===== config.mk =====
export PLATFORM = sky130hd
export DESIGN_NAME = calc_dispatch_ctrl
export DESIGN_NICKNAME = d
export VERILOG_FILES = /design/src/rtl/calc_pkg.sv /design/src/rtl/slot_desc_table.sv /design/src/rtl/calc_dispatch_ctrl.sv
export SDC_FILE = /design/constraint.sdc
export NUM_CORES = 1
export LEC_CHECK = 0
export CELL_PAD_IN_SITES_DETAIL_PLACEMENT = 1
export CELL_PAD_IN_SITES_GLOBAL_PLACEMENT = 2
export CORE_MARGIN = 3
export CORE_UTILIZATION = 32
export DETAILED_ROUTE_END_ITERATION = 12
export HOLD_SLACK_MARGIN = 0.03
export PLACE_DENSITY = 0.79
export RECOVER_POWER = 25
export SLEW_MARGIN = 20
export SYNTH_ARGS = -nofsm -noshare
export SYNTH_HDL_FRONTEND = slang
export SYNTH_SLANG_ARGS = --single-unit

===== constraint.sdc =====
create_clock -name clk -period 2.95 [get_ports clk]
set_clock_uncertainty 0.15 [all_clocks]
set_input_delay 0.59 -clock clk [delete_from_list [all_inputs] [get_ports clk]]
set_output_delay 0.59 -clock clk [all_outputs]
set_load 0.02 [all_outputs]

===== src/rtl/calc_pkg.sv =====
// Shared op/status codes, dispatcher state encoding and slot sizing defaults
// for the calculator dispatch controller.
package calc_pkg;

    localparam int unsigned MAX_DIM_DEF    = 5;
    localparam int unsigned SLOT_WORDS_DEF = 25;

    localparam logic [2:0] OP_TRANS  = 3'd0;
    localparam logic [2:0] OP_ADD    = 3'd1;
    localparam logic [2:0] OP_SCALAR = 3'd2;
    localparam logic [2:0] OP_MUL    = 3'd3;

    localparam logic [2:0] ST_OK           = 3'd0;
    localparam logic [2:0] ST_EMPTY_SRC    = 3'd1;
    localparam logic [2:0] ST_DIM_MISMATCH = 3'd2;
    localparam logic [2:0] ST_BAD_OP       = 3'd3;
    localparam logic [2:0] ST_TIMEOUT      = 3'd4;

    typedef enum logic [2:0] {
        S_IDLE,
        S_CHECK,
        S_START,
        S_WAIT,
        S_FINISH
    } state_e;

    function automatic logic [7:0] slot_base(input logic [1:0] slot,
                                             input int unsigned words);
        logic [31:0] prod;
        prod = 32'(slot) * words;
        return prod[7:0];
    endfunction

    // Only add and multiply read a second matrix operand.
    function automatic logic uses_src2(input logic [2:0] op);
        return (op == OP_ADD) || (op == OP_MUL);
    endfunction

endpackage


===== src/rtl/slot_desc_table.sv =====
// Matrix slot descriptor register file: host write/clear with range check and
// lock mask, plus a dispatcher update port that overrides host writes.
module slot_desc_table
    import calc_pkg::*;
#(
    parameter int unsigned NUM_SLOTS = 4,
    parameter int unsigned SLOT_W    = 2,
    parameter int unsigned MAX_DIM   = MAX_DIM_DEF
) (
    input  logic                        clk,
    input  logic                        rst_n,
    input  logic                        i_we,
    input  logic                        i_clr,
    input  logic [SLOT_W-1:0]           i_slot,
    input  logic [31:0]                 i_m,
    input  logic [31:0]                 i_n,
    input  logic [NUM_SLOTS-1:0]        i_lock,
    input  logic                        i_upd_we,
    input  logic [SLOT_W-1:0]           i_upd_slot,
    input  logic                        i_upd_valid,
    input  logic [31:0]                 i_upd_m,
    input  logic [31:0]                 i_upd_n,
    output logic                        o_desc_err,
    output logic [NUM_SLOTS-1:0]        o_slot_valid,
    output logic [NUM_SLOTS-1:0]        o_valid_nxt,
    output logic [NUM_SLOTS-1:0][31:0]  o_m_nxt,
    output logic [NUM_SLOTS-1:0][31:0]  o_n_nxt
);

    logic [NUM_SLOTS-1:0]       valid_q, valid_d;
    logic [NUM_SLOTS-1:0][31:0] m_q, m_d;
    logic [NUM_SLOTS-1:0][31:0] n_q, n_d;
    logic                       err_q, err_d;
    logic                       in_range;

    always_comb begin
        valid_d  = valid_q;
        m_d      = m_q;
        n_d      = n_q;
        err_d    = 1'b0;
        in_range = (i_m >= 32'd1) && (i_m <= 32'(MAX_DIM)) &&
                   (i_n >= 32'd1) && (i_n <= 32'(MAX_DIM));

        if (i_clr) begin
            if (i_lock[i_slot]) begin
                err_d = 1'b1;
            end else begin
                valid_d[i_slot] = 1'b0;
                m_d[i_slot]     = '0;
                n_d[i_slot]     = '0;
            end
        end else if (i_we) begin
            if (i_lock[i_slot] || !in_range) begin
                err_d = 1'b1;
            end else begin
                valid_d[i_slot] = 1'b1;
                m_d[i_slot]     = i_m;
                n_d[i_slot]     = i_n;
            end
        end

        // Applied last so the dispatcher result wins any same-slot collision.
        if (i_upd_we) begin
            valid_d[i_upd_slot] = i_upd_valid;
            m_d[i_upd_slot]     = i_upd_m;
            n_d[i_upd_slot]     = i_upd_n;
        end
    end

    always_ff @(posedge clk or negedge rst_n) begin
        if (!rst_n) begin
            valid_q <= '0;
            m_q     <= '0;
            n_q     <= '0;
            err_q   <= 1'b0;
        end else begin
            valid_q <= valid_d;
            m_q     <= m_d;
            n_q     <= n_d;
            err_q   <= err_d;
        end
    end

    assign o_desc_err   = err_q;
    assign o_slot_valid = valid_q;
    assign o_valid_nxt  = valid_d;
    assign o_m_nxt      = m_d;
    assign o_n_nxt      = n_d;

endmodule


===== src/rtl/calc_dispatch_ctrl.sv =====
// Dispatcher between the UI FSM and Calculator_Core: validates one request,
// drives the core until done or timeout, updates the result descriptor.
module calc_dispatch_ctrl
    import calc_pkg::*;
#(
    parameter int unsigned NUM_SLOTS   = 4,
    parameter int unsigned SLOT_WORDS  = SLOT_WORDS_DEF,
    parameter int unsigned MAX_DIM     = MAX_DIM_DEF,
    parameter int unsigned TIMEOUT_CYC = 4096
) (
    input  logic                 clk,
    input  logic                 rst_n,
    input  logic                 i_desc_we,
    input  logic [1:0]           i_desc_slot,
    input  logic [31:0]          i_desc_m,
    input  logic [31:0]          i_desc_n,
    input  logic                 i_desc_clr,
    output logic                 o_desc_err,
    output logic [NUM_SLOTS-1:0] o_slot_valid,
    input  logic                 i_req_valid,
    output logic                 o_req_ready,
    input  logic [2:0]           i_req_op,
    input  logic [1:0]           i_req_src1,
    input  logic [1:0]           i_req_src2,
    input  logic [31:0]          i_req_scalar,
    input  logic [1:0]           i_req_dst,
    output logic                 o_rsp_valid,
    output logic [2:0]           o_rsp_status,
    output logic [31:0]          o_rsp_m,
    output logic [31:0]          o_rsp_n,
    output logic                 o_busy,
    output logic                 o_start_calc,
    output logic [2:0]           o_op_code,
    output logic [7:0]           o_op1_addr,
    output logic [7:0]           o_op2_addr,
    output logic [7:0]           o_res_addr,
    output logic [31:0]          o_op1_m,
    output logic [31:0]          o_op1_n,
    output logic [31:0]          o_op2_m,
    output logic [31:0]          o_op2_n,
    input  logic                 i_calc_done
);

    localparam int unsigned CNT_W = (TIMEOUT_CYC > 2) ? $clog2(TIMEOUT_CYC) : 1;
    localparam logic [CNT_W-1:0] CNT_LAST = CNT_W'(TIMEOUT_CYC - 1);

    state_e           state_q, state_d;
    logic [CNT_W-1:0] cnt_q, cnt_d;
    logic [2:0]       status_q, status_d;
    logic [2:0]       op_q, op_d;
    logic [1:0]       src1_q, src1_d, src2_q, src2_d, dst_q, dst_d;
    logic [31:0]      scalar_q, scalar_d;
    logic             v1_q, v1_d, v2_q, v2_d;
    logic [31:0]      m1_q, m1_d, n1_q, n1_d, m2_q, m2_d, n2_q, n2_d;

    logic [NUM_SLOTS-1:0]       lock;
    logic                       upd_we, upd_valid;
    logic [31:0]                upd_m, upd_n;
    logic [NUM_SLOTS-1:0]       valid_nxt;
    logic [NUM_SLOTS-1:0][31:0] m_nxt, n_nxt;
    logic [31:0]                res_m, res_n;
    logic                       busy, has_op2;

    slot_desc_table #(
        .NUM_SLOTS (NUM_SLOTS),
        .SLOT_W    (2),
        .MAX_DIM   (MAX_DIM)
    ) u_table (
        .clk          (clk),
        .rst_n        (rst_n),
        .i_we         (i_desc_we),
        .i_clr        (i_desc_clr),
        .i_slot       (i_desc_slot),
        .i_m          (i_desc_m),
        .i_n          (i_desc_n),
        .i_lock       (lock),
        .i_upd_we     (upd_we),
        .i_upd_slot   (dst_q),
        .i_upd_valid  (upd_valid),
        .i_upd_m      (upd_m),
        .i_upd_n      (upd_n),
        .o_desc_err   (o_desc_err),
        .o_slot_valid (o_slot_valid),
        .o_valid_nxt  (valid_nxt),
        .o_m_nxt      (m_nxt),
        .o_n_nxt      (n_nxt)
    );

    always_comb begin
        res_m = m1_q;
        res_n = n1_q;
        if (op_q == OP_TRANS) begin
            res_m = n1_q;
            res_n = m1_q;
        end else if (op_q == OP_MUL) begin
            res_n = n2_q;
        end
    end

    always_comb begin
        lock = '0;
        if (state_q != S_IDLE) begin
            lock[src1_q] = 1'b1;
            lock[dst_q]  = 1'b1;
            if (uses_src2(op_q)) lock[src2_q] = 1'b1;
        end
    end

    always_comb begin
        state_d   = state_q;
        cnt_d     = cnt_q;
        status_d  = status_q;
        op_d      = op_q;
        src1_d    = src1_q;
        src2_d    = src2_q;
        dst_d     = dst_q;
        scalar_d  = scalar_q;
        v1_d      = v1_q;
        v2_d      = v2_q;
        m1_d      = m1_q;
        n1_d      = n1_q;
        m2_d      = m2_q;
        n2_d      = n2_q;
        upd_we    = 1'b0;
        upd_valid = 1'b0;
        upd_m     = '0;
        upd_n     = '0;

        case (state_q)
            S_IDLE: begin
                if (i_req_valid) begin
                    // Snapshot from the table's next state so a same-cycle write is seen.
                    op_d     = i_req_op;
                    src1_d   = i_req_src1;
                    src2_d   = i_req_src2;
                    dst_d    = i_req_dst;
                    scalar_d = i_req_scalar;
                    v1_d     = valid_nxt[i_req_src1];
                    m1_d     = m_nxt[i_req_src1];
                    n1_d     = n_nxt[i_req_src1];
                    v2_d     = valid_nxt[i_req_src2];
                    m2_d     = m_nxt[i_req_src2];
                    n2_d     = n_nxt[i_req_src2];
                    state_d  = S_CHECK;
                end
            end
            S_CHECK: begin
                state_d = S_FINISH;
                if (op_q > OP_MUL) begin
                    status_d = ST_BAD_OP;
                end else if (!v1_q || (uses_src2(op_q) && !v2_q)) begin
                    status_d = ST_EMPTY_SRC;
                end else if ((op_q == OP_ADD) && ((m1_q != m2_q) || (n1_q != n2_q))) begin
                    status_d = ST_DIM_MISMATCH;
                end else if ((op_q == OP_MUL) && (n1_q != m2_q)) begin
                    status_d = ST_DIM_MISMATCH;
                end else begin
                    state_d = S_START;
                end
            end
            S_START: begin
                cnt_d   = '0;
                state_d = S_WAIT;
            end
            S_WAIT: begin
                if (i_calc_done) begin
                    upd_we    = 1'b1;
                    upd_valid = 1'b1;
                    upd_m     = res_m;
                    upd_n     = res_n;
                    status_d  = ST_OK;
                    state_d   = S_FINISH;
                end else if (cnt_q == CNT_LAST) begin
                    upd_we   = 1'b1;
                    status_d = ST_TIMEOUT;
                    state_d  = S_FINISH;
                end else begin
                    cnt_d = cnt_q + CNT_W'(1);
                end
            end
            S_FINISH: state_d = S_IDLE;
            default:  state_d = S_IDLE;
        endcase
    end

    always_ff @(posedge clk or negedge rst_n) begin
        if (!rst_n) begin
            state_q  <= S_IDLE;
            cnt_q    <= '0;
            status_q <= '0;
            op_q     <= '0;
            src1_q   <= '0;
            src2_q   <= '0;
            dst_q    <= '0;
            scalar_q <= '0;
            v1_q     <= 1'b0;
            v2_q     <= 1'b0;
            m1_q     <= '0;
            n1_q     <= '0;
            m2_q     <= '0;
            n2_q     <= '0;
        end else begin
            state_q  <= state_d;
            cnt_q    <= cnt_d;
            status_q <= status_d;
            op_q     <= op_d;
            src1_q   <= src1_d;
            src2_q   <= src2_d;
            dst_q    <= dst_d;
            scalar_q <= scalar_d;
            v1_q     <= v1_d;
            v2_q     <= v2_d;
            m1_q     <= m1_d;
            n1_q     <= n1_d;
            m2_q     <= m2_d;
            n2_q     <= n2_d;
        end
    end

    assign busy         = (state_q != S_IDLE);
    assign has_op2      = (op_q != OP_TRANS) && (op_q != OP_SCALAR);
    assign o_req_ready  = !busy;
    assign o_busy       = busy;
    assign o_start_calc = (state_q == S_START);
    assign o_rsp_valid  = (state_q == S_FINISH);
    assign o_rsp_status = o_rsp_valid ? status_q : '0;
    assign o_rsp_m      = (o_rsp_valid && status_q == ST_OK) ? res_m : '0;
    assign o_rsp_n      = (o_rsp_valid && status_q == ST_OK) ? res_n : '0;

    // Core interface comes purely from the request snapshot, so it stays fixed
    // even when the result overwrites a source slot in place.
    assign o_op_code  = busy ? op_q : '0;
    assign o_op1_addr = busy ? slot_base(src1_q, SLOT_WORDS) : '0;
    assign o_op2_addr = (busy && has_op2) ? slot_base(src2_q, SLOT_WORDS) : '0;
    assign o_res_addr = busy ? slot_base(dst_q, SLOT_WORDS) : '0;
    assign o_op1_m    = busy ? m1_q : '0;
    assign o_op1_n    = busy ? n1_q : '0;
    assign o_op2_m    = !busy              ? '0       :
                        (op_q == OP_SCALAR) ? scalar_q :
                        (op_q == OP_TRANS)  ? '0       : m2_q;
    assign o_op2_n    = (busy && has_op2) ? n2_q : '0;

endmodule

==> run_results.csv, run 1 <==
group,metric,value,unit
clock_network,path_clk_slew,0.06,ns
cells_and_area,finalCoreUtilization,0.525,
timing,min_period,3.23,ns
timing,rsz0062_at_grt,"true",
logic_synthesis,synthCells,2415,
logic_synthesis,ys_types,79,
timing,holdWs,0.268,ns
routing,routedWlPerCell,32.2,µm
die,die_h,280,µm
run_status,violations,"max-capacitance violations, max-slew violations, negative setup slack",
die,die_x,280,µm
timing,fin_ws,-0.280,ns
global_route,antenna_found_initial,6,
place,dp_cells,4064,
die,io_pins,344,
power,combPwrFrac,0.517,
timing,hold_violations,0,
logic_synthesis,syn_area,23900,µm²
min_path,holdCritPathClass,"in2reg",
logic_synthesis,ys_seq_area_frac,0.470,
cells_and_area,num-nets-final,3445,
clock_network,clk_latency,0.63,ns
timing,min_period_over_period,1.09,
routing,ant_nets,0,
power,netSwitchingFraction,0.422,
power,power_leakage,18.6,nW
logic_synthesis,ys_warn_count,0,
global_route,grt_pass1_wl,187000,µm
run,max_cap_violations,1,
power,ir_drop,0.000596,V
timing,max_freq,310,MHz
logic_synthesis,ys.flop_type,"dfrtp_1",
cells_and_area,synthToLayoutAreaGrowth,61.4,%
timing,slew_headroom,-0.494,
critical_path,worst-endpoint-required,2.21,ns
routing,wl,139000,µm
clock_network,h-tree-depth,2,
critical_path,path_max_fanout,8,
routing,num_vias,26302,
place,place_congestion,0.941,
clock_network,clock-root-buffer,"clkbuf_16",
routing,viasPerCell,6.09,
clock_network,cts_tree,"done",
die,initial_core_util,0.325,
power,power.net_switching,12.6,mW
critical_path,cp.arrival,2.49,ns
global_route,overflow,0,
global_route,grt_max_degree,67,
logic_synthesis,ys_seq_elements,450,
logic_synthesis,synth_edf_count,0,
cells_and_area,drive_gt1_frac,0.422,
cells_and_area,fill_cells,7853,
die,coreArea,73600,µm²
clock_network,cts.path.max_buffers,3,
global_route,grt_pass1_vias,26989,
critical_path,critPathCaptureType,"output pin",
logic_synthesis,async_reset_ff_frac,1.00,
power,p_int,17.3,mW
routing,dr.pass1.iters,6,
power,clkPwrFrac,0.231,
power,seqPwrFrac,0.252,
cells_and_area,layoutNonFillerInstCount,4317,
logic_synthesis,avgSynthCellArea,9.91,µm²
power,p_per_area,775,nW/µm²
clock_network,cts_made_buffers,53,
die,rows,99,
timing,setup_violations,286,
routing,drt_iter0_drc,2943,
timing,drv_slew,64,
critical_path,cp-start-kind,"flop",
run_status,status,"complete, but fails checks",
clock_network,cts_num_sinks,450,
critical_path,critical_path_class,"reg2out",
place,dpl.hpwl,88600,µm
place,io_buffer_count,337,
timing,tightestPinTransition,2.24,ns
routing,drc,0,
global_route,track_usage,0.321,
die,die_area,78100,µm²
==> metrics by stage <==
stage	instance area, µm²	worst slack, ns	TNS [ns]	power [mW]
2_1_floorplan	24000	-0.0408	-0.794	12.1
3_3_place_gp	32500	-0.826	-202.89	18.5
3_5_place_dp	32500	-0.899	-219.68	18.7
4_1_cts	35900	-0.298	-21.65	27.3
5_1_grt	38600	-0.334	-53.14	30.7
6_report	38600	-0.280	-30.23	29.9
==> cell type report <==
type	count	area, µm²	area share
clock inverters	13	156	0.00405
diodes	1	2.50	0.0000648
inverters	98	375	0.00972
flip-flops and latches	450	11300	0.292
well taps	959	1200	0.0311
repair buffers	1032	9860	0.255
multi-input cells	1680	14100	0.366
clock buffers	84	1640	0.0426
==> sequential cells by signal, indices dropped and copies added (netlist names) <==
signal and cells:
m2_q 32, m1_q 32, v2_q 1, u_table.o_slot_valid 4, op_q 3, u_table.n_q 128
u_table.m_q 128, scalar_q 32, cnt_q 12, n1_q 32, src1_q 2, n2_q 32
dst_q 2, status_q 3, src2_q 2, u_table.o_desc_err 1, state_q 3, v1_q 1
==> cell usage in the layout (no fill, tap or decap), types with 70 or more instances in the layout <==
| cell type | instances |
|---|---|
| xor2_1 | 70 |
| buf_4 | 554 |
| and2_1 | 95 |
| nor2_1 | 112 |
| a22o_1 | 174 |
| buf_6 | 131 |
| inv_1 | 93 |
| clkbuf_16 | 72 |
| dfrtp_1 | 441 |
| nand2_1 | 215 |
==> logic make-up after synthesis <==
| family | Yosys count | share of synthesized area |
|---|---|---|
| buffers and inverters | 295 | 0.0505 |
| AND/OR/NAND/NOR | 669 | 0.134 |
| multiplexers | 147 | 0.0643 |
| other | 1 | 0.000157 |
| XOR/XNOR | 106 | 0.0388 |
| flip-flops | 450 | 0.470 |
| adder cells (fa/ha/maj) | 17 | 0.00888 |
| AO/OA/AOI/OAI | 730 | 0.233 |
==> path summary, 6_finish.rpt <==
kind	start	end	slack, ns	depth (start not counted)
worst min-delay path	i_desc_n[1]	u_table.n_q[97]	0.27	4
worst max-delay path	op_q[1]	o_rsp_m[6]	-0.28	7
worst min register to register	scalar_q[16]	scalar_q[16]	0.32	2
max in group asynchronous	rst_n	m2_q[14]	0.06	3
min in group asynchronous	rst_n	u_table.o_slot_valid[2]	1.02	2
worst max register to register	op_q[0]	n2_q[24]	-0.15	12
==> timing repair <==
item | 4_1_cts | 5_1_grt
resized for setup | 1023 | 548
gates cloned | 14 | 23
pin swaps | 115 | 160
hold buffers | 1 | 0
buffers inserted | 67 | 87
setup endpoints to repair | 422 | 341
endpoints found under the hold margin | 55 | 0
==> cells in the mapped netlist, drive strengths merged (2+ instances only) <==
cell / number / area (µm²)
a211o: 9 / 78.8
nand2: 221 / 830
and2: 131 / 820
nor2b: 3 / 18.8
nor3: 14 / 75.1
nor2: 170 / 646
o21ai: 95 / 475
nor4: 33 / 206
nand3: 49 / 250
ha: 17 / 213
a21o: 3 / 30.0
o2111ai: 3 / 26.3
a32oi: 16 / 140
a21oi: 97 / 493
o21bai: 2 / 15.0
a222oi: 31 / 310
o211ai: 43 / 323
xor2: 70 / 613
a221o: 21 / 210
a31oi: 5 / 31.3
a221oi: 17 / 161
nand2b: 3 / 18.8
nor3b: 2 / 20.0
a2111oi: 4 / 36.3
o31ai: 4 / 43.8
a22o: 225 / 1970
and3: 6 / 37.5
buf: 54 / 304
mux2: 55 / 619
mux2i: 92 / 921
inv: 97 / 364
a2bb2oi: 2 / 17.5
a22oi: 114 / 861
clkbuf: 143 / 537
dfrtp: 450 / 11300
nand4: 20 / 138
nand3b: 3 / 35.0
xnor2: 36 / 315
or3: 7 / 48.8
a211oi: 13 / 97.6
a32o: 16 / 160
==> layer usage <==
layer  global-route usage  up-vias  share of wire
met2                0.513     1654           0.46
met4                0.143        8          0.059
met5                    0        -        0.00044
met3               0.0712      451           0.10
li1                     -    10684              -
met1                0.417    13505           0.38
==> critical path: stages (launching register included) <==
cell,delay (ns)
dfrtp_2,0.46
buf_6,0.14
or3_4,0.42
buf_6,0.19
mux2i_1,0.28
buf_4,0.19
nor2_2,0.04
buf_4,0.15
==> power groups by stage <==
| stage | Combinational, mW | Clock, mW | Sequential (mW) |
|---|---|---|---|
| final | 15.5 | 6.91 | 7.56 |
| after global routing | 15.9 | 7.24 | 7.61 |
| after CTS | 12.8 | 6.94 | 7.51 |
| after detailed placement | 11.1 | 0 | 7.61 |
| after global placement | 10.9 | 0 | 7.57 |
| after floorplan | 4.65 | 0 | 7.45 |
(Power assumes the default switching activity.)
==> run 2: changes to the inputs <==
Settings changed: CORE_MARGIN 3 to 5, CORE_UTILIZATION 32 to 37, DONT_BUFFER_PORTS set to 1, PLACE_DENSITY 0.79 to 0.78.
==> run_results.csv, run 2 (synthesis gave the netlist of run 1 again) <==
group,metric,value,unit
run_status,status,"complete, but fails checks",
run_status,violations,"negative hold slack, max-slew violations, negative setup slack",
critical_path,cp_slowest_cell,"or3_4",
global_route,grt.met1_usage,0.445,
clock_network,cts_num_sinks,450,
timing,min_period_over_period,1.12,
place,dpl-instance-area,28400,µm²
clock_network,path_clk_slew,0.06,ns
timing,drv_slew,325,
cells_and_area,layoutNonFillerInstCount,3808,
clock_network,clock-root-buffer,"clkbuf_16",
cells_and_area,seqCellArea,11300,µm²
global_route,track_usage,0.341,
power,power,27.0,mW
die,die_h,264,µm
cells_and_area,drive_gt1_frac,0.348,
run,max_cap_violations,0,
global_route,antenna_found_initial,0,
timing,fin_tns_setup,-29.51,ns
routing,wl,126000,µm
timing,rsz0062_at_grt,"true",
place,dpl.hpwl,80700,µm
timing,tightestPinTransition,2.11,ns
clock_network,clk_latency,0.62,ns
die,coreArea,64200,µm²
global_route,grt_use_met2,0.538,
timing,hold_violations,434,
timing,setup_violations,277,
cells_and_area,num-nets-final,3046,
routing,viasPerCell,6.40,
power,power_leakage,15.9,nW
power,seqPwrFrac,0.282,
routing,drt_iter0_drc,3034,
power,p_per_area,805,nW/µm²
timing,slew_headroom,-0.409,
routing,routedWlPerCell,33.2,µm
cells_and_area,layout_commonest_cell,"buf_4",
die,initial_core_util,0.373,
clock_network,cts_made_buffers,52,
cells_and_area,multiInputGateArea,13300,µm²
timing,min_period,3.29,ns
cells_and_area,fin_area,33500,µm²
routing,dr.pass1.iters,6,
clock_network,cts_tree,"done",
critical_path,worst-endpoint-required,2.21,ns
power,netSwitchingFraction,0.432,
critical_path,critPathBufInv,4,
routing,num_vias,24378,
global_route,overflow,0,
global_route,top_usage_layer,"met2",
cells_and_area,finalCoreUtilization,0.522,
place,io_buffer_count,0,
clock_network,cts.path.max_buffers,3,
die,rows,93,
cells_and_area,synthToLayoutAreaGrowth,40.1,%
place,place_congestion,0.906,
die,io_pins,344,
power,p_int,15.3,mW
clock_network,h-tree-depth,2,
cells_and_area,reg_top3,"u_table.m_q x128, u_table.n_q x128",
routing,drc,0,
timing,holdWs,-0.472,ns
critical_path,cp.arrival,2.55,ns
timing,max_freq,304,MHz
critical_path,reg2reg_from,"op_q[2]",
cells_and_area,fill_cells,6921,
critical_path,cpLargestDelayFamily,"simple AND/OR/NAND/NOR gates",
power,clkPwrFrac,0.237,
critical_path,cp-start-kind,"flop",
critical_path,startpoint,"op_q[2]",
global_route,grt_pass1_vias,25801,
critical_path,cpPeakStageDelay,0.48,ns
critical_path,path_max_fanout,8,
global_route,grt_max_degree,451,
place,dp_cells,3577,
power,power.net_switching,11.7,mW
critical_path,critPathCaptureType,"output pin",
die,die_x,264,µm
die,die_area,69900,µm²
global_route,grt.met3_usage,0.0912,
power,combPwrFrac,0.481,
routing,ant_nets,0,
timing,fin_ws,-0.340,ns
place,post-place-ws,-0.473,ns
global_route,grt_pass1_wl,181000,µm
cells_and_area,final_cell_mix,"buf_4, dfrtp_1, nand2_1, a22o_1, nor2_1",
power,ir_drop,0.000680,V
critical_path,crit_chain,"buf_6 -> or3_4 -> buf_12 -> buf_16 -> mux2i_2 -> nor2_1 -> buf_4",
critical_path,critical_path_class,"reg2out",
min_path,holdCritPathClass,"in2async",
[run 2: path summary, 6_finish.rpt]
path                            slack, ns      endpoint  cells after the start
worst max-delay path                -0.34   o_rsp_m[28]                      7
worst min-delay path                -0.47      cnt_q[6]                      0
worst max register to register      -0.16      n2_q[12]                     12
worst min register to register       0.33  scalar_q[16]                      2
max in group asynchronous            1.17      n1_q[11]                      0
min in group clk                     0.04          v1_q                      2
[run 2: routing by layer]
layer / vias up / part of all wire
met5: - / 0
met2: 1452 / 0.46
met1: 12700 / 0.39
li1: 9848 / -
met4: 0 / 0.052
met3: 378 / 0.10
[run 2: area by class of cell]
class                   instances  share of cell area
inverters                      98              0.0110
flip-flops and latches        450               0.336
well taps                     855              0.0319
multi-input cells            1677               0.395
clock buffers                  85              0.0470
diodes                          1           0.0000746
repair buffers                637               0.178
clock inverters                 5             0.00119
[run 2: power by group through the flow]
stage                     sequential [mW]  combinational, mW  clock, mW
after global placement               7.55               9.31          0
after global routing                 7.63               13.3       6.71
after CTS                            7.55               12.2       6.42
after floorplan                      7.45               4.65          0
final                                7.60               13.0       6.40
after detailed placement             7.60               9.50          0
[run 2: timing repair]
| action | in CTS | in global routing |
|---|---|---|
| endpoints found under the setup margin | 371 | 313 |
| resized for setup | 474 | 89 |
| cloned | 13 | 2 |
| endpoints found under the hold margin | 513 | 451 |
| pin swaps | 83 | 44 |
| hold buffers | 51 | 1 |
| setup buffers | 70 | 13 |
